$ cat src/rtl/alu_pkg.sv
// Shared ALU datapath constants and the serial adder state encoding.
package alu_pkg;

    localparam int unsigned ALU_WIDTH = 16;
    localparam int unsigned ALU_SLICE = 4;

    typedef enum logic {
        IDLE = 1'b0,
        RUN  = 1'b1
    } add_state_t;

endpackage

$ cat src/rtl/four_bit_adder.sv
// Combinational slice adder: a ripple chain of full_adder cells.
module four_bit_adder
    import alu_pkg::*;
#(
    parameter int unsigned W = ALU_SLICE
) (
    input  logic [W-1:0] a,
    input  logic [W-1:0] b,
    input  logic         cin,
    output logic [W-1:0] sum,
    output logic         cout
);

    logic [W:0] carry;

    assign carry[0] = cin;
    assign cout     = carry[W];

    for (genvar i = 0; i < W; i++) begin : g_bit
        full_adder u_fa (
            .a    (a[i]),
            .b    (b[i]),
            .cin  (carry[i]),
            .sum  (sum[i]),
            .cout (carry[i+1])
        );
    end

endmodule

$ cat src/rtl/full_adder.sv
// One-bit full adder cell used to build the slice adder.
module full_adder (
    input  logic a,
    input  logic b,
    input  logic cin,
    output logic sum,
    output logic cout
);

    assign sum  = a ^ b ^ cin;
    assign cout = (a & b) | (cin & (a ^ b));

endmodule

$ cat src/rtl/nibble_serial_adder.sv
// Multi-cycle adder: one SLICE-bit slice per clock, LSB slice first, with a
// registered inter-slice carry and a start/busy/done handshake.
module nibble_serial_adder
    import alu_pkg::*;
#(
    parameter int unsigned WIDTH = ALU_WIDTH,
    parameter int unsigned SLICE = ALU_SLICE
) (
    input  logic             clk,
    input  logic             rst_n,
    input  logic             start,
    input  logic [WIDTH-1:0] a,
    input  logic [WIDTH-1:0] b,
    input  logic             cin,
    output logic             busy,
    output logic             done,
    output logic [WIDTH-1:0] sum,
    output logic             cout,
    output logic             ovf
);

    localparam int unsigned NSLICE = WIDTH / SLICE;
    localparam int unsigned CW     = (NSLICE > 1) ? $clog2(NSLICE) : 1;

    add_state_t       state;
    logic [CW-1:0]    cnt;
    logic             carry;
    logic [WIDTH-1:0] a_reg;
    logic [WIDTH-1:0] b_reg;
    logic [WIDTH-1:0] partial;

    logic [SLICE-1:0] a_slice;
    logic [SLICE-1:0] b_slice;
    logic [SLICE-1:0] s_slice;
    logic             c_slice;
    logic [WIDTH-1:0] merged;
    logic             last;

    // Operand slice selected by the counter, and the partial with it merged in.
    always_comb begin
        a_slice = a_reg[cnt*SLICE +: SLICE];
        b_slice = b_reg[cnt*SLICE +: SLICE];
        merged  = partial;
        merged[cnt*SLICE +: SLICE] = s_slice;
        last    = (cnt == CW'(NSLICE - 1));
    end

    four_bit_adder #(
        .W (SLICE)
    ) u_slice_add (
        .a    (a_slice),
        .b    (b_slice),
        .cin  (carry),
        .sum  (s_slice),
        .cout (c_slice)
    );

    // Handshake FSM; results are published only on the final slice.
    always_ff @(posedge clk or negedge rst_n) begin
        if (!rst_n) begin
            state   <= IDLE;
            cnt     <= '0;
            carry   <= 1'b0;
            a_reg   <= '0;
            b_reg   <= '0;
            partial <= '0;
            busy    <= 1'b0;
            done    <= 1'b0;
            sum     <= '0;
            cout    <= 1'b0;
            ovf     <= 1'b0;
        end else begin
            done <= 1'b0;
            case (state)
                IDLE: begin
                    if (start) begin
                        a_reg <= a;
                        b_reg <= b;
                        carry <= cin;
                        cnt   <= '0;
                        busy  <= 1'b1;
                        state <= RUN;
                    end
                end
                RUN: begin
                    partial[cnt*SLICE +: SLICE] <= s_slice;
                    carry <= c_slice;
                    cnt   <= cnt + CW'(1);
                    if (last) begin
                        sum   <= merged;
                        cout  <= c_slice;
                        ovf   <= (a_reg[WIDTH-1] == b_reg[WIDTH-1]) &&
                                 (merged[WIDTH-1] != a_reg[WIDTH-1]);
                        done  <= 1'b1;
                        busy  <= 1'b0;
                        cnt   <= '0;
                        state <= IDLE;
                    end
                end
                default: begin
                    busy  <= 1'b0;
                    state <= IDLE;
                end
            endcase
        end
    end

endmodule

$ cat config.mk
export PLATFORM = sky130hd
export DESIGN_NAME = nibble_serial_adder
export DESIGN_NICKNAME = d
export VERILOG_FILES = /design/src/rtl/alu_pkg.sv /design/src/rtl/four_bit_adder.sv /design/src/rtl/full_adder.sv /design/src/rtl/nibble_serial_adder.sv
export SDC_FILE = /design/constraint.sdc
export NUM_CORES = 1
export LEC_CHECK = 0
export ABC_CLOCK_PERIOD_IN_PS = 2800
export CAP_MARGIN = 5
export CORE_MARGIN = 3
export CORE_UTILIZATION = 40
export DETAILED_ROUTE_END_ITERATION = 8
export GPL_ROUTABILITY_DRIVEN = 0
export PLACE_DENSITY = 0.65
export SETUP_SLACK_MARGIN = 0.4
export SLEW_MARGIN = 20
export SYNTH_ARGS = -nofsm -noshare
export SYNTH_HDL_FRONTEND = slang
export SYNTH_SLANG_ARGS = --single-unit
$ cat constraint.sdc
create_clock -name clk -period 2.8 [get_ports clk]
set_input_delay 0.28 -clock clk [delete_from_list [all_inputs] [get_ports clk]]
set_output_delay 0.28 -clock clk [all_outputs]
set_load 0.02 [all_outputs]
==> results of run 1 <==
## cells in the mapped netlist (2+ instances only)
cell type and number:
sky130_fd_sc_hd__ha_1 6, sky130_fd_sc_hd__mux4_2 8, sky130_fd_sc_hd__buf_4 4, sky130_fd_sc_hd__a22o_2 2, sky130_fd_sc_hd__o21ai_1 8, sky130_fd_sc_hd__a32o_1 7, sky130_fd_sc_hd__inv_1 13, sky130_fd_sc_hd__buf_6 2
sky130_fd_sc_hd__nor2_1 6, sky130_fd_sc_hd__nand2_1 25, sky130_fd_sc_hd__a22o_1 6, sky130_fd_sc_hd__a21oi_1 17, sky130_fd_sc_hd__o21ai_0 10, sky130_fd_sc_hd__nor2b_1 18, sky130_fd_sc_hd__buf_2 6, sky130_fd_sc_hd__mux2_2 4
sky130_fd_sc_hd__mux2_1 29, sky130_fd_sc_hd__and4bb_2 2, sky130_fd_sc_hd__fa_1 4, sky130_fd_sc_hd__clkbuf_1 5, sky130_fd_sc_hd__dfrtp_1 72
## final cells by class
type	instances	area, um^2
Fill cell	692	3670
Inverter	13	51.3
Clock inverter	6	60.1
Tap cell	102	128
Clock buffer	10	128
Timing Repair Buffer	64	629
Multi-Input combinational cell	163	1410
Sequential cell	72	1800
## metal layers
metal	vias to the layer above	track usage, %	wire length [um]
met5	-	0	0
met2	69	23.8	3200
met1	1092	18.6	2890
met4	0	4.10	87
li1	1045	-	-
met3	8	5.24	426
## timing repair
action	CTS	global route
gates resized for setup	9	4
hold buffers	0	0
pin swaps	3	8
endpoints found under the setup margin	19	19
setup buffers	0	0
## cells by family (layout without fill, tap and decap cells)
group | count (synthesis) | after routing | synth area share (%)
compound gates | 54 | 54 | 10.5
fa+ha+maj | 10 | 10 | 4.67
buf+inv | 30 | 93 | 4.52
flops | 72 | 72 | 54.2
mux | 42 | 42 | 16.9
simple gates | 57 | 57 | 9.15
## report_power, final
part | switching, mW | leakage, nW | internal [mW]
Clock | 0.386 | 0.0920 | 0.407
Sequential | 0.295 | 0.911 | 1.50
Combinational | 1.68 | 0.807 | 1.43
Total | 2.36 | 1.81 | 3.33
## metrics by stage
| step | TNS (ps) | power [mW] |
|---|---|---|
| detailed placement | -479 | 4.75 |
| global route | -985 | 6.13 |
| global placement | 0 | 4.67 |
| CTS | -109 | 5.72 |
| finish | -112 | 5.69 |
| floorplan | -621 | 3.79 |
## path summary, 6_finish.rpt
kind / start / end / slack (ps) / cells after the start
setup / recovery: cnt[0] / partial[3] / -40 / 11
hold / removal: rst_n / sum[6] / -20 / 1
setup reg to reg: cnt[0] / partial[3] / -40 / 11
hold reg to reg: sum[12] / sum[12] / 480 / 2
max in group asynchronous: rst_n / b_reg[13] / 2060 / 2
min in group clk: sum[12] / sum[12] / 480 / 2
## worst max-delay path: cells and delay by family (launching register included)
kind	cells	cell delay, ps
AO/OA/AOI/OAI	1	250
buffers and inverters	5	360
adder cells (fa/ha/maj)	4	1320
flip-flops	1	450
multiplexers	1	350
==> impl_metrics.env, run 1 <==
export IMPL_synth_top_cell_by_area="sky130_fd_sc_hd__dfrtp_1"
export IMPL_final_core_util_pct=53.4
export IMPL_finalWorstSetupSlack_ps=-38.3
export IMPL_dpl_cell_area_mm2=0.00399
export IMPL_placement_rows=32
export IMPL_power_per_cell_area_mw_per_mm2=1350
export IMPL_die_area_mm2=0.00944
export IMPL_io_buffer_count=55
export IMPL_clock_sinks=72
export IMPL_synth_top_cells_by_area="sky130_fd_sc_hd__dfrtp_1, sky130_fd_sc_hd__mux2_1, sky130_fd_sc_hd__mux4_2, sky130_fd_sc_hd__nor2b_1, sky130_fd_sc_hd__nand2_1"
export IMPL_tightestPinTransition_ps=786
export IMPL_rsz0062_at_grt="true"
export IMPL_clock_skew_final_ps=6.45
export IMPL_viasPerCell=5.15
export IMPL_routed_wire_length_per_instance_um=15.4
export IMPL_critical_path_arrival_ps=3070
export IMPL_post_synth_inst_count=265
export IMPL_insertedDiodeCount=0
export IMPL_most_common_layout_cells="sky130_fd_sc_hd__dfrtp_1, sky130_fd_sc_hd__clkdlybuf4s50_1, sky130_fd_sc_hd__mux2_1"
export IMPL_area_of_the_placeable_core_mm2=0.00789
export IMPL_clk_transition_reported_paths_ps=70
export IMPL_dpl_hpwl_um=4860
export IMPL_antenna_found_initial=0
export IMPL_num_io_pins=56
export IMPL_failed_checks="negative hold slack, negative setup slack"
export IMPL_final_setup_viol_count=5
export IMPL_fmaxAchievable_ghz=0.352
export IMPL_drt_total_wl_um=6600
export IMPL_min_period_over_period_pct=101
export IMPL_synth_edf_count=0
export IMPL_seq_area_frac_synth_pct=54.2
export IMPL_fp_dieW_um=97.2
export IMPL_groute_usage_overall_pct=14.7
export IMPL_floorplan_die_height_um=97.2
export IMPL_detailedRoute_firstIterationViolations=59
export IMPL_routed_via_count=2214
export IMPL_timing_setup_critical_path_class="register to register"
export IMPL_crit_fanout=6
export IMPL_timing_hold_worst_class="primary input to asynchronous set/reset pin"
export IMPL_mean_syn_cell_area_um2=12.5
export IMPL_area_share_of_the_leading_cell_type_in_the_synthesized_netlist_pct=54.2
export IMPL_nets=369
export IMPL_grt_overflow_total=0
export IMPL_remaining_drc_errors=0
export IMPL_grt_first_pass_wirelength_um=11100
export IMPL_layout_drive_gt1_share_pct=18.9
export IMPL_cts_htree_levels=3
export IMPL_cp_data_required_time_ps=3030
export IMPL_yosys_register_bits=72
export IMPL_mappedNetlistNets=311
export IMPL_firstDrtPassIters=4
export IMPL_syn2layout_area_growth_pct=26.8
export IMPL_insertion_delay_ps=340
export IMPL_dominantRegCellSynth="sky130_fd_sc_hd__dfrtp_1"
export IMPL_grt_max_degree=33
export IMPL_clock_path_buffers=2
export IMPL_worstSetupEndpointType="register"
export IMPL_status="finished with violations"
export IMPL_synthesis_area_mm2=0.00332
export IMPL_crit_path_max_incr_delay_ps=460
export IMPL_start_kind="register"
export IMPL_leakage_power_of_the_design_nw=1.81
export IMPL_cts_root_buffer_cell="sky130_fd_sc_hd__clkbuf_8"
export IMPL_count_of_maximum_capacitance_violations=0
export IMPL_synth_lib_cells_used_distinct=32
export IMPL_fin_area_mm2=0.00421
export IMPL_drt_antenna_violating_nets=0
export IMPL_yosys_warnings=0
export IMPL_slowest_stage="sky130_fd_sc_hd__fa_2"
export IMPL_mostFrequentLayoutCell="sky130_fd_sc_hd__dfrtp_1"
export IMPL_power_ir_vdd_worst_uv=682
export IMPL_cts_tree="yes"
export IMPL_initial_core_util_pct=42.1
export IMPL_placed_cells=414
export IMPL_synth_async_reset_ratio_pct=100
export IMPL_place_ws_ps=-86.7
export IMPL_final_max_slew_violation_count=0
export IMPL_worstPathCellList="mux4_2 > inv_2 > fa_2 > inv_2 > fa_2 > inv_2 > fa_2 > inv_2 > fa_2 > buf_6 > a32o_1"
export IMPL_fin_cells=430
export IMPL_hold_violations=30
export IMPL_first_global_vias=2292
export IMPL_slew_headroom_pct=47.6
export IMPL_finalCriticalPeriod_ps=2840
export IMPL_cts_buffers_inserted=9
export IMPL_hold_worst_slack_ps=-18.6
Note: power is estimated with default switching activity, not from simulation.
==> run 2: changes to the inputs <==
CORE_UTILIZATION = 48   (was 40)
PLACE_DENSITY = 0.76   (was 0.65)
==> run 2 against run 1 <==
Against the previous run: the flow finishes with violations (negative setup slack); utilization rose by 12 points; fmax is 0.92% higher; die area down 16%; via count decreased by 1.3%; wire length down 1.9%; final area grew 1.1%; largest cell class unchanged; register-to-register slack gained 30 ps; combinational power decreased by 2%; global-route usage increased by 3.5 points.
==> impl_metrics.env, run 2 (same netlist as run 1, synthesis figures left out) <==
export IMPL_status="finished with violations"
export IMPL_failed_checks="negative setup slack"
export IMPL_crit_path_max_incr_delay_ps=460
export IMPL_leakage_power_of_the_design_nw=1.86
export IMPL_fillCellCount=529
export IMPL_cellInternalPower_mw=3.62
export IMPL_worstSetupEndpointType="register"
export IMPL_cp_data_required_time_ps=3090
export IMPL_fmaxAchievable_ghz=0.356
export IMPL_area_of_the_placeable_core_mm2=0.00653
export IMPL_finalWorstSetupSlack_ps=-12.3
export IMPL_most_common_layout_cells="sky130_fd_sc_hd__dfrtp_1, sky130_fd_sc_hd__clkdlybuf4s50_1, sky130_fd_sc_hd__mux2_1"
export IMPL_crit_buf_inv=4
export IMPL_cts_buffers_inserted=9
export IMPL_routed_wire_length_per_instance_um=16.0
export IMPL_power_net_switching_mw=2.29
export IMPL_rsz0062_at_grt="true"
export IMPL_cts_tree="yes"
export IMPL_seqPwrFrac_pct=30.1
export IMPL_clk_transition_reported_paths_ps=70
export IMPL_post_route_setup_tns_ps=-15.2
export IMPL_syn2layout_area_growth_pct=28.2
export IMPL_clock_sinks=72
export IMPL_worstRegToRegCells=11
export IMPL_start_kind="register"
export IMPL_power_ir_vdd_worst_uv=864
export IMPL_dpl_cell_area_mm2=0.00396
export IMPL_worstPathCellList="mux4_2 > inv_2 > fa_2 > inv_2 > fa_2 > inv_2 > fa_2 > inv_2 > fa_2 > a2111o_1 > nand3_1"
export IMPL_timing_critical_path_to="ovf"
export IMPL_mostFrequentLayoutCell="sky130_fd_sc_hd__dfrtp_1"
export IMPL_cts_root_buffer_cell="sky130_fd_sc_hd__clkbuf_8"
export IMPL_remaining_drc_errors=0
export IMPL_fin_area_mm2=0.00426
export IMPL_firstDrtPassIters=4
export IMPL_fp_dieW_um=89.2
export IMPL_multiInputGateArea_mm2=0.00140
export IMPL_initial_core_util_pct=50.9
export IMPL_placement_rows=29
export IMPL_layout_drive_gt1_share_pct=17.9
export IMPL_timing_setup_critical_path_class="register to register"
export IMPL_timing_critical_path_max_delay_family="adder cells"
export IMPL_grt_first_pass_wirelength_um=10800
export IMPL_grt_overflow_total=0
export IMPL_routed_via_count=2186
export IMPL_crit_fanout=4
export IMPL_launching_point_of_the_worst_reg2reg_path="cnt[0]"
export IMPL_nets=370
export IMPL_grt_max_degree=42
export IMPL_count_of_maximum_capacitance_violations=0
export IMPL_cts_htree_levels=3
export IMPL_die_area_mm2=0.00796
export IMPL_hold_worst_slack_ps=481
export IMPL_floorplan_die_height_um=89.2
export IMPL_clock_path_buffers=2
export IMPL_clock_skew_final_ps=6.13
export IMPL_crit_start="cnt[0]"
export IMPL_drt_total_wl_um=6480
export IMPL_finalCriticalPeriod_ps=2810
export IMPL_io_buffer_count=55
export IMPL_cp_num_cells=11
export IMPL_place_ws_ps=-42.1
export IMPL_num_io_pins=56
export IMPL_slew_headroom_pct=51.0
export IMPL_viasPerCell=5.38
export IMPL_first_global_vias=2152
export IMPL_combinational_cell_fraction_of_total_power_pct=51.6
export IMPL_hold_violations=0
export IMPL_tightestPinTransition_ps=735
export IMPL_clkPwrFrac_pct=18.3
export IMPL_regToRegEndpoint="ovf"
export IMPL_switching_fraction_of_total_power_pct=38.8
export IMPL_drt_antenna_violating_nets=0
export IMPL_insertion_delay_ps=350
export IMPL_slowest_stage="sky130_fd_sc_hd__fa_2"
export IMPL_antenna_found_initial=0
export IMPL_critical_path_arrival_ps=3100
export IMPL_dpl_hpwl_um=4780
export IMPL_insertedDiodeCount=0
export IMPL_final_max_slew_violation_count=0
export IMPL_r2r_slack_ps=-10
export IMPL_final_setup_viol_count=2
export IMPL_power_per_cell_area_mw_per_mm2=1390
export IMPL_timing_hold_worst_class="register to register"
export IMPL_seq_area_mm2=0.00180
export IMPL_detailedRoute_firstIterationViolations=103
export IMPL_groute_usage_overall_pct=18.2
export IMPL_min_period_over_period_pct=100
## run 2: how the worst min path moves through the flow
| stage | start | endpoint | slack (ps) | cells after the start |
|---|---|---|---|---|
| 6_report | sum[9] | sum[9] | 480 | 2 |
| 5_1_grt | b_reg[14] | b_reg[14] | 500 | 1 |
| 4_1_cts | sum[1] | sum[1] | 490 | 2 |
| 2_1_floorplan | rst_n | a_reg[0] | -20 | 0 |
| 3_3_place_gp | rst_n | sum[5] | 370 | 1 |
| 3_5_place_dp | rst_n | sum[5] | 380 | 1 |
## run 2: layout make-up
type                    count  share of cell area [%]
well taps                  77                    2.26
repair buffers             65                    15.0
clock inverters             6                    3.05
flip-flops and latches     72                    42.3
clock buffers              10                    3.23
inverters                  13                    1.20
multi-input cells         163                    32.9
## run 2: power groups by stage
| stage | Sequential (mW) | Clock [mW] | Combinational [mW] |
|---|---|---|---|
| final | 1.78 | 1.08 | 3.05 |
| after global placement | 1.78 | 0 | 2.85 |
| after floorplan | 1.82 | 0 | 1.97 |
| after global routing | 1.83 | 1.16 | 3.37 |
| after CTS | 1.79 | 1.11 | 3.04 |
| after detailed placement | 1.80 | 0 | 2.90 |
## run 2: stage by stage
step	util [%]	std cells	total power, mW
global route	65.2	406	6.37
floorplan	-	265	3.79
global placement	60.6	389	4.63
CTS	65.2	406	5.93
detailed placement	60.6	389	4.70
finish	65.2	406	5.92
## run 2: what timing repair did
item,in CTS,in global routing
buffers inserted,0,0
hold buffers,1,0
pin swaps,3,5
endpoints found under the setup margin,19,19
endpoints found under the hold margin,2,0
resized for setup,9,1
## run 2: layer usage
| metal | GRT usage (%) | up-vias | share of wire (%) |
|---|---|---|---|
| met3 | 4.98 | 8 | 4.7 |
| met2 | 28.7 | 62 | 49 |
| met5 | 0 | - | 0 |
| li1 | - | 1043 | - |
| met4 | 6.50 | 0 | 1.1 |
| met1 | 24.2 | 1073 | 45 |
## run 2: tightest hold or removal path, delay by kind of cell (launching register included)
| family | cells | cell delay (ps) |
|---|---|---|
| flip-flops | 1 | 340 |
| AND/OR/NAND/NOR | 1 | 50 |
| AO/OA/AOI/OAI | 1 | 60 |
==> run 3: changes to the inputs <==
PLACE_DENSITY = 0.85   (was 0.76)
SLEW_MARGIN = not set   (was 20)
==> run 3 against run 2 <==
Against the previous run: the run still ends with negative setup slack left; first-iteration DRC count is 12% higher; die area stayed put; via count is 3.2% higher; register-to-register slack worse by 20 ps; sequential cell count stayed put; sequential share of layout area is 0.57 points higher; largest cell class unchanged.
==> impl_metrics.env, run 3 (same netlist as run 1, synthesis figures left out) <==
export IMPL_post_route_setup_tns_ps=-96.0
export IMPL_cts_htree_levels=3
export IMPL_detailedRoute_firstIterationViolations=115
export IMPL_io_buffer_count=55
export IMPL_final_max_slew_violation_count=0
export IMPL_place_ws_ps=-138
export IMPL_clock_path_buffers=2
export IMPL_power_ir_vdd_worst_uv=761
export IMPL_grt_overflow_total=0
export IMPL_crit_start="cnt[0]"
export IMPL_floorplan_die_height_um=89.2
export IMPL_fillCellCount=494
export IMPL_clock_sinks=72
export IMPL_die_area_mm2=0.00796
export IMPL_crit_path_max_incr_delay_ps=450
export IMPL_insertedDiodeCount=0
export IMPL_placement_rows=29
export IMPL_drt_antenna_violating_nets=0
export IMPL_timing_setup_critical_path_class="register to register"
export IMPL_failed_checks="negative setup slack"
export IMPL_cp_data_required_time_ps=3080
export IMPL_clock_skew_final_ps=7.66
export IMPL_routed_via_count=2256
export IMPL_rsz0062_at_grt="true"
export IMPL_status="finished with violations"
export IMPL_routed_wire_length_per_instance_um=16.7
export IMPL_dpl_cell_area_mm2=0.00395
export IMPL_cts_buffers_inserted=9
export IMPL_insertion_delay_ps=340
export IMPL_nets=370
export IMPL_fin_area_mm2=0.00420
export IMPL_min_period_over_period_pct=101
export IMPL_power_per_cell_area_mw_per_mm2=1380
export IMPL_hold_violations=0
export IMPL_switching_fraction_of_total_power_pct=41.4
export IMPL_regToRegEndpoint="ovf"
export IMPL_remaining_drc_errors=0
export IMPL_combinational_cell_fraction_of_total_power_pct=54.6
export IMPL_count_of_maximum_capacitance_violations=0
export IMPL_grt_max_degree=40
export IMPL_leakage_power_of_the_design_nw=1.82
export IMPL_launching_point_of_the_worst_reg2reg_path="cnt[0]"
export IMPL_start_kind="register"
export IMPL_slew_headroom_pct=48.1
export IMPL_first_global_vias=2335
export IMPL_grt_first_pass_wirelength_um=11300
export IMPL_fmaxAchievable_ghz=0.353
export IMPL_r2r_slack_ps=-30
export IMPL_initial_core_util_pct=50.9
export IMPL_finalWorstSetupSlack_ps=-29.2
export IMPL_drt_total_wl_um=6800
export IMPL_dpl_hpwl_um=4840
export IMPL_cts_tree="yes"
export IMPL_critical_path_arrival_ps=3110
export IMPL_clkPwrFrac_pct=14.6
export IMPL_cts_root_buffer_cell="sky130_fd_sc_hd__clkbuf_8"
export IMPL_most_common_layout_cells="sky130_fd_sc_hd__dfrtp_1, sky130_fd_sc_hd__clkdlybuf4s50_1, sky130_fd_sc_hd__mux2_1"
export IMPL_area_of_the_placeable_core_mm2=0.00653
export IMPL_mostFrequentLayoutCell="sky130_fd_sc_hd__dfrtp_1"
export IMPL_seqPwrFrac_pct=30.8
export IMPL_timing_hold_worst_class="primary input to asynchronous set/reset pin"
export IMPL_worstPathCellList="mux4_2 > inv_2 > fa_2 > inv_2 > fa_2 > inv_2 > fa_2 > inv_2 > fa_2 > a2111o_1 > nand3_1"
export IMPL_crit_fanout=4
export IMPL_power_net_switching_mw=2.41
export IMPL_clk_transition_reported_paths_ps=80
export IMPL_layout_drive_gt1_share_pct=19.8
export IMPL_finalCriticalPeriod_ps=2830
export IMPL_final_setup_viol_count=5
export IMPL_num_io_pins=56
export IMPL_syn2layout_area_growth_pct=26.5
export IMPL_firstDrtPassIters=4
export IMPL_cellInternalPower_mw=3.40
export IMPL_groute_usage_overall_pct=18.9
export IMPL_slowest_stage="sky130_fd_sc_hd__fa_2"
export IMPL_worstRegToRegCells=11
export IMPL_antenna_found_initial=0
export IMPL_timing_critical_path_to="ovf"
export IMPL_fp_dieW_um=89.2
export IMPL_viasPerCell=5.56
export IMPL_worstSetupEndpointType="register"
export IMPL_tightestPinTransition_ps=778
-- run 3: power groups by stage --
| stage | registers, mW | logic (mW) | clock network (mW) |
|---|---|---|---|
| after floorplan | 1.82 | 1.97 | 0 |
| after global placement | 1.79 | 2.78 | 0 |
| after detailed placement | 1.81 | 2.90 | 0 |
| after CTS | 1.79 | 3.13 | 0.853 |
| after global routing | 1.85 | 3.46 | 0.917 |
| final | 1.79 | 3.17 | 0.847 |
-- run 3: what timing repair did --
action | CTS | global route
cloned | 0 | 0
hold buffers | 0 | 0
buffers inserted | 2 | 0
resized for setup | 11 | 2
endpoints found under the setup margin | 19 | 19
pin swaps | 3 | 2
-- run 3: how the worst min path moves through the flow --
stage / from / end / slack (ps)
after floorplan: rst_n / a_reg[0] / -20
after global placement: rst_n / sum[5] / 390
after detailed placement: rst_n / sum[10] / 400
after CTS: rst_n / sum[10] / 20
after global routing: rst_n / sum[6] / 50
final: rst_n / sum[6] / 7
-- run 3: final cells by class --
cell class | instances | area [um^2] | share of cell area (%)
Clock buffer | 11 | 151 | 3.60
Multi-Input combinational cell | 163 | 1410 | 33.6
Tap cell | 77 | 96.3 | 2.29
Inverter | 13 | 51.3 | 1.22
Timing Repair Buffer | 65 | 633 | 15.1
Sequential cell | 72 | 1800 | 42.9
Clock inverter | 5 | 55.1 | 1.31
-- run 3: critical path, delay by kind of cell, from the launching register on --
family,cells,cell delay (ps)
AO/OA/AOI/OAI,1,390
adder cells (fa/ha/maj),4,1300
buffers and inverters,4,200
flip-flops,1,440
multiplexers,1,350
AND/OR/NAND/NOR,1,80
-- run 3: per-layer routing --
metal	GRT usage, %	vias to the layer above	share of wire [%]
li1	-	1047	-
met3	6.18	8	5.5
met2	30.1	76	48
met4	6.36	0	1.1
met5	0	-	0
met1	24.6	1125	45
-- run 3: metrics by stage --
stage                     utilization, %  power, mW  hold slack [ps]  cells
after floorplan                        -       3.79            -15.6    265
after global placement              60.5       4.57              391    388
after detailed placement            60.5       4.71              401    388
after CTS                           64.3       5.78             24.5    406
after global routing                64.4       6.23             45.2    406
final                               64.4       5.81             6.77    406
